### src/rtl/bcd_alu_seq.sv
// Digit-serial packed-BCD ALU: add, subtract, nine's complement and compare,
// one digit per clock, LSB first, under a start/busy/done handshake.
module bcd_alu_seq #(
    parameter int          DIGITS     = 4,
    parameter logic [3:0]  ERR_NIBBLE = 4'hC
) (
    input  logic                clk,
    input  logic                rst_n,
    input  logic                start,
    input  logic [1:0]          op,
    input  logic [4*DIGITS-1:0] a,
    input  logic [4*DIGITS-1:0] b,
    output logic                busy,
    output logic                done,
    output logic [4*DIGITS-1:0] c,
    output logic                carry,
    output logic                err
);

    localparam int W  = 4 * DIGITS;
    localparam int IW = (DIGITS > 1) ? $clog2(DIGITS) : 1;
    localparam logic [IW-1:0] LAST_IDX = IW'(DIGITS - 1);

    localparam logic [1:0] OP_ADD = 2'b00;
    localparam logic [1:0] OP_SUB = 2'b01;
    localparam logic [1:0] OP_NC  = 2'b10;
    localparam logic [1:0] OP_CMP = 2'b11;

    typedef enum logic [1:0] {
        S_IDLE = 2'd0,
        S_RUN  = 2'd1,
        S_FIN  = 2'd2
    } state_t;

    typedef enum logic [1:0] {
        CMP_EQ = 2'd0,
        CMP_GT = 2'd1,
        CMP_LT = 2'd2
    } cmp_t;

    // Handshake: start is sampled on a rising edge only while busy=0 (IDLE or
    // FIN); busy is high for exactly the DIGITS digit cycles; done pulses for
    // the single FIN cycle and c/carry/err are valid from that cycle onward.

    state_t          state_q, state_d;
    logic [IW-1:0]   idx_q, idx_d;
    logic [W-1:0]    a_q, a_d;
    logic [W-1:0]    b_q, b_d;
    logic [1:0]      op_q, op_d;
    logic            cy_q, cy_d;
    cmp_t            cmp_q, cmp_d;
    logic            err_sticky_q, err_sticky_d;
    logic [W-1:0]    res_q, res_d;
    logic [W-1:0]    c_q, c_d;
    logic            carry_q, carry_d;
    logic            err_q, err_d;

    // Per-digit datapath on the low nibble of the shifting operand registers.
    logic [3:0]      da, db, dig;
    logic [4:0]      sum, diff;
    logic            cy_nxt;
    cmp_t            cmp_nxt;
    logic            err_nxt;
    logic            launch;

    assign da   = a_q[3:0];
    assign db   = b_q[3:0];
    assign sum  = {1'b0, da} + {1'b0, db} + {4'b0, cy_q};
    assign diff = {1'b0, da} - {1'b0, db} - {4'b0, cy_q};

    always_comb begin
        dig     = 4'd0;
        cy_nxt  = cy_q;
        cmp_nxt = cmp_q;
        err_nxt = err_sticky_q;
        case (op_q)
            OP_ADD: begin
                if (sum > 5'd9) begin
                    dig    = 4'(sum - 5'd10);
                    cy_nxt = 1'b1;
                end else begin
                    dig    = sum[3:0];
                    cy_nxt = 1'b0;
                end
            end
            OP_SUB: begin
                // diff[4] is the sign of the 5-bit two's-complement difference.
                if (diff[4]) begin
                    dig    = 4'(diff + 5'd10);
                    cy_nxt = 1'b1;
                end else begin
                    dig    = diff[3:0];
                    cy_nxt = 1'b0;
                end
            end
            OP_NC: begin
                dig = 4'd9 - da;
            end
            default: begin
                if (da > db) begin
                    cmp_nxt = CMP_GT;
                end else if (da < db) begin
                    cmp_nxt = CMP_LT;
                end
            end
        endcase
        if ((da > 4'd9) || ((op_q != OP_NC) && (db > 4'd9))) begin
            err_nxt = 1'b1;
        end
    end

    always_comb begin
        state_d      = state_q;
        idx_d        = idx_q;
        a_d          = a_q;
        b_d          = b_q;
        op_d         = op_q;
        cy_d         = cy_q;
        cmp_d        = cmp_q;
        err_sticky_d = err_sticky_q;
        res_d        = res_q;
        c_d          = c_q;
        carry_d      = carry_q;
        err_d        = err_q;
        launch       = 1'b0;

        case (state_q)
            S_IDLE: begin
                launch = start;
            end
            S_RUN: begin
                a_d          = a_q >> 4;
                b_d          = b_q >> 4;
                res_d        = res_q >> 4;
                res_d[W-1 -: 4] = dig;
                cy_d         = cy_nxt;
                cmp_d        = cmp_nxt;
                err_sticky_d = err_nxt;
                idx_d        = idx_q + 1'b1;
                if (idx_q == LAST_IDX) begin
                    state_d = S_FIN;
                    idx_d   = '0;
                    if (err_nxt) begin
                        c_d     = {DIGITS{ERR_NIBBLE}};
                        carry_d = 1'b0;
                        err_d   = 1'b1;
                    end else begin
                        err_d = 1'b0;
                        case (op_q)
                            OP_CMP: begin
                                carry_d = 1'b0;
                                if (cmp_nxt == CMP_GT) begin
                                    c_d = W'(1);
                                end else if (cmp_nxt == CMP_LT) begin
                                    c_d = '1;
                                end else begin
                                    c_d = '0;
                                end
                            end
                            OP_NC: begin
                                c_d     = res_d;
                                carry_d = 1'b0;
                            end
                            default: begin
                                c_d     = res_d;
                                carry_d = cy_nxt;
                            end
                        endcase
                    end
                end
            end
            S_FIN: begin
                state_d = S_IDLE;
                launch  = start;
            end
            default: begin
                state_d = S_IDLE;
            end
        endcase

        // A new request restarts the digit pipeline with cleared accumulators.
        if (launch) begin
            state_d      = S_RUN;
            idx_d        = '0;
            a_d          = a;
            b_d          = b;
            op_d         = op;
            cy_d         = 1'b0;
            cmp_d        = CMP_EQ;
            err_sticky_d = 1'b0;
            res_d        = '0;
        end
    end

    always_ff @(posedge clk or negedge rst_n) begin
        if (!rst_n) begin
            state_q      <= S_IDLE;
            idx_q        <= '0;
            a_q          <= '0;
            b_q          <= '0;
            op_q         <= OP_ADD;
            cy_q         <= 1'b0;
            cmp_q        <= CMP_EQ;
            err_sticky_q <= 1'b0;
            res_q        <= '0;
            c_q          <= '0;
            carry_q      <= 1'b0;
            err_q        <= 1'b0;
        end else begin
            state_q      <= state_d;
            idx_q        <= idx_d;
            a_q          <= a_d;
            b_q          <= b_d;
            op_q         <= op_d;
            cy_q         <= cy_d;
            cmp_q        <= cmp_d;
            err_sticky_q <= err_sticky_d;
            res_q        <= res_d;
            c_q          <= c_d;
            carry_q      <= carry_d;
            err_q        <= err_d;
        end
    end

    assign busy  = (state_q == S_RUN);
    assign done  = (state_q == S_FIN);
    assign c     = c_q;
    assign carry = carry_q;
    assign err   = err_q;

endmodule

### config.mk
export PLATFORM = sky130hd
export DESIGN_NAME = bcd_alu_seq
export DESIGN_NICKNAME = d
export VERILOG_FILES = /design/src/rtl/bcd_alu_seq.sv
export SDC_FILE = /design/constraint.sdc
export NUM_CORES = 1
export LEC_CHECK = 0
export CORE_ASPECT_RATIO = 0.7
export CORE_UTILIZATION = 53
export DETAILED_ROUTE_END_ITERATION = 12
export PLACE_DENSITY = 0.79
export RECOVER_POWER = 25
export SLEW_MARGIN = 40
export SYNTH_ARGS = -nofsm -noshare
export SYNTH_HDL_FRONTEND = slang
export SYNTH_SLANG_ARGS = --single-unit
### constraint.sdc
create_clock -name clk -period 7.2 [get_ports clk]
set_input_delay 1.08 -clock clk [delete_from_list [all_inputs] [get_ports clk]]
set_output_delay 1.08 -clock clk [all_outputs]
set_load 0.03 [all_outputs]
==> metrics <==
run status=finished, violations left; failing checks=max-capacitance violations, max-slew violations; DR vias=2,845; Synth Area per Inst=10.2 µm²; setup bufs post-CTS=0; Post-synth top cells=dfrtp_1 (72), nand2_1 (56), nor2_1 (27); clock power share=14.2%; CP top delay family=buffers and inverters; largest net degree at the start of global routing=73; clk root buf=clkbuf_8; Worst EP required=6.79 ns; fin crit period=4.27 ns; first-pass GRT wire length=14,100 µm; die width=102 µm; Post-synth EDFFs=0; diode count=0; crit end category=async pin; Max stage delay on crit path=2.66 ns; Hold Path Class=flip-flop to flip-flop; Synth area leaders=dfrtp_1 (49%), ha_1 (6.1%), nand2_1 (5.7%), a22o_1 (5.0%), a22oi_1 (3.1%); # resized after CTS=0; register area=1800 µm²; Worst-Skew Late Latency=0.35 ns; Hold Crit Endpoint=c[4]$_DFFE_PN0P_; RSZ-0062 raised after global routing=no; clock-pin slew on the worst setup and hold paths=0.07 ns; core area=6460 µm²; CTS Buffer Depth=2; CTS hold repair buffers=0; TritonCTS clock tree=built; reg2reg end=c[13]$_DFFE_PN0P_; vias in the first global route=2,859; Die ar.=7270 µm²; multi-input logic area=1710 µm²; fin nets=470; WHS Path Cells=2; total CTS buffers=9; I/O Pins=57; CP Launch Type=primary input; # rows=24; # setup viols final=0; total negative slack=0 ns; Logic pwr share=56.3%; Seq pwr share=29.5%; GRT Overall Usage=25.8%; Pleak=2.05 nW; GPL Wtd Cong=0.863; Buffers on Ports=56; die height=71.7 µm; Cell Int Power=0.00138 W; initial core utilization=56.9%; HPWL Detailed=5900 µm; Iteration-0 DRC Markers=191; max-slew violations=73; clk sink count=72; Post-Layout Cell Count=507; Netlist cell types=50; Wirelength per Cell=16.5 µm; layout cells sized above 1=8.89%; critical path class=primary input to async pin; max_slew headroom=-153%; critical path's slowest cell=clkbuf_1; crit-path cells=buf_2 > clkbuf_1; WL final=8350 µm; Cell Area, Synth=3670 µm²; Via density=5.61; reg-to-reg critical path startpoint=a_q[0]$_DFFE_PN0P_; Syn Nets=420; ys async rst share=100%; Psw=0.00109 W; # fillers=516; initial antenna violation count=0; Fin. Hold Viols=0; top_reg_cell synth=dfrtp_1; clk_skew=0.0137 ns; Synth area leader=dfrtp_1; CP Max Fanout=72; DRC viols=0; Post-Place Cells=491; most frequent cell after synthesis=dfrtp_1; final core utilization=69.8%; H-Tree Depth=3; Worst Path Buf+Inv=2; drt pass-1 iters=5; Synth Warn #=0; Yosys reg bits=72; worst slew pin tran=3.80 ns; Hold Path Origin=c[4]$_DFFE_PN0P_; post-route antenna net violation count=0; Post-Syn Instances=361; Sw Share=44.2%; FF-to-FF path depth=8; post-synth top area share=49.0%; grt ovf=0; CP Launch Point=rst_n; r2r setup slk=4.34 ns; CP arrival=3.86 ns; max-cap violation count=1; Power Density=548 nW/µm²; Area growth syn-to-layout=22.7%; f_max=234 MHz; Seq/Total Area, Yosys=49.0%; fin crit share=59.3%; VDD IR max=263 µV
-- cells by family (layout without fill, tap and decap cells) --
| family | count (synthesis) | after routing | synth area share, % |
|---|---|---|---|
| compound gates | 103 | 103 | 21.5 |
| fa+ha+maj | 22 | 22 | 8.31 |
| simple gates | 112 | 112 | 13.3 |
| mux | 3 | 3 | 0.954 |
| xor+xnor | 8 | 8 | 2.32 |
| buf+inv | 41 | 96 | 4.60 |
| flops | 72 | 72 | 49.0 |
-- power by group through the flow --
| stage | Sequential (W) | Clock [W] | Combinational (W) |
|---|---|---|---|
| 6_report | 0.000727 | 0.000350 | 0.00139 |
| 5_1_grt | 0.000750 | 0.000368 | 0.00154 |
| 4_1_cts | 0.000725 | 0.000356 | 0.00139 |
| 3_5_place_dp | 0.000731 | 0 | 0.00138 |
| 3_3_place_gp | 0.000725 | 0 | 0.00133 |
| 2_1_floorplan | 0.000759 | 0 | 0.00100 |
-- cells in the final DEF, fill, tap and decap left out, types with 8 or more instances in the layout --
master,synthesis,routed
inv_1,18,18
a22o_1,21,21
o21ai_0,14,14
a221o_1,8,8
a22oi_1,15,15
clkdlybuf4s50_1,0,55
dfrtp_1,72,72
ha_1,18,18
a21oi_1,20,20
clkbuf_8,0,13
nand2_1,56,56
nor2_1,27,26
nor3_1,11,11
-- per-stage QoR --
| stage | cell area [µm²] | power [W] | setup slack [ns] | hold WS (ns) |
|---|---|---|---|---|
| after floorplan | 3670 | 0.00176 | 4.47 | 0.446 |
| after global placement | 4280 | 0.00206 | 4.40 | 0.457 |
| after detailed placement | 4290 | 0.00211 | 4.35 | 0.464 |
| after CTS | 4510 | 0.00247 | 4.30 | 0.484 |
| after global routing | 4510 | 0.00266 | 2.18 | 0.507 |
| final | 4510 | 0.00247 | 2.93 | 0.480 |
-- state kept, by name, summed over array words and instances, names as in the netlist, 2 cells and up --
signal,count
a_q,16
b_q,16
c,16
res_q,12
cmp_q,2
idx_q,2
op_q,2
state_q,2
-- layer usage --
layer	GRT usage, %	vias to the layer above	share of wire (%)
met3	6.44	11	6.2
met5	0	-	0
met2	37.3	94	44
met1	37.8	1372	49
met4	9.34	0	1.4
li1	-	1368	-
-- worst max path at each step --
stage | cells after the start | endpoint | slack [ns]
floorplan | 8 | c[13]$_DFFE_PN0P_ | 4.47
global placement | 6 | err_sticky_q$_DFFE_PN0P_ | 4.40
detailed placement | 6 | err_sticky_q$_DFFE_PN0P_ | 4.35
CTS | 3 | busy | 4.30
global route | 2 | res_q[14]$_DFFE_PN0P_ | 2.18
finish | 2 | c[4]$_DFFE_PN0P_ | 2.93
-- cell type report --
class	count	share of cell area, %
Clock inverter	3	1.05
Multi-Input combinational cell	248	37.9
Timing Repair Buffer	60	12.9
Tap cell	91	2.53
Inverter	20	1.67
Sequential cell	72	40.0
Clock buffer	13	3.97
Note: power is estimated with default switching activity, not from simulation.
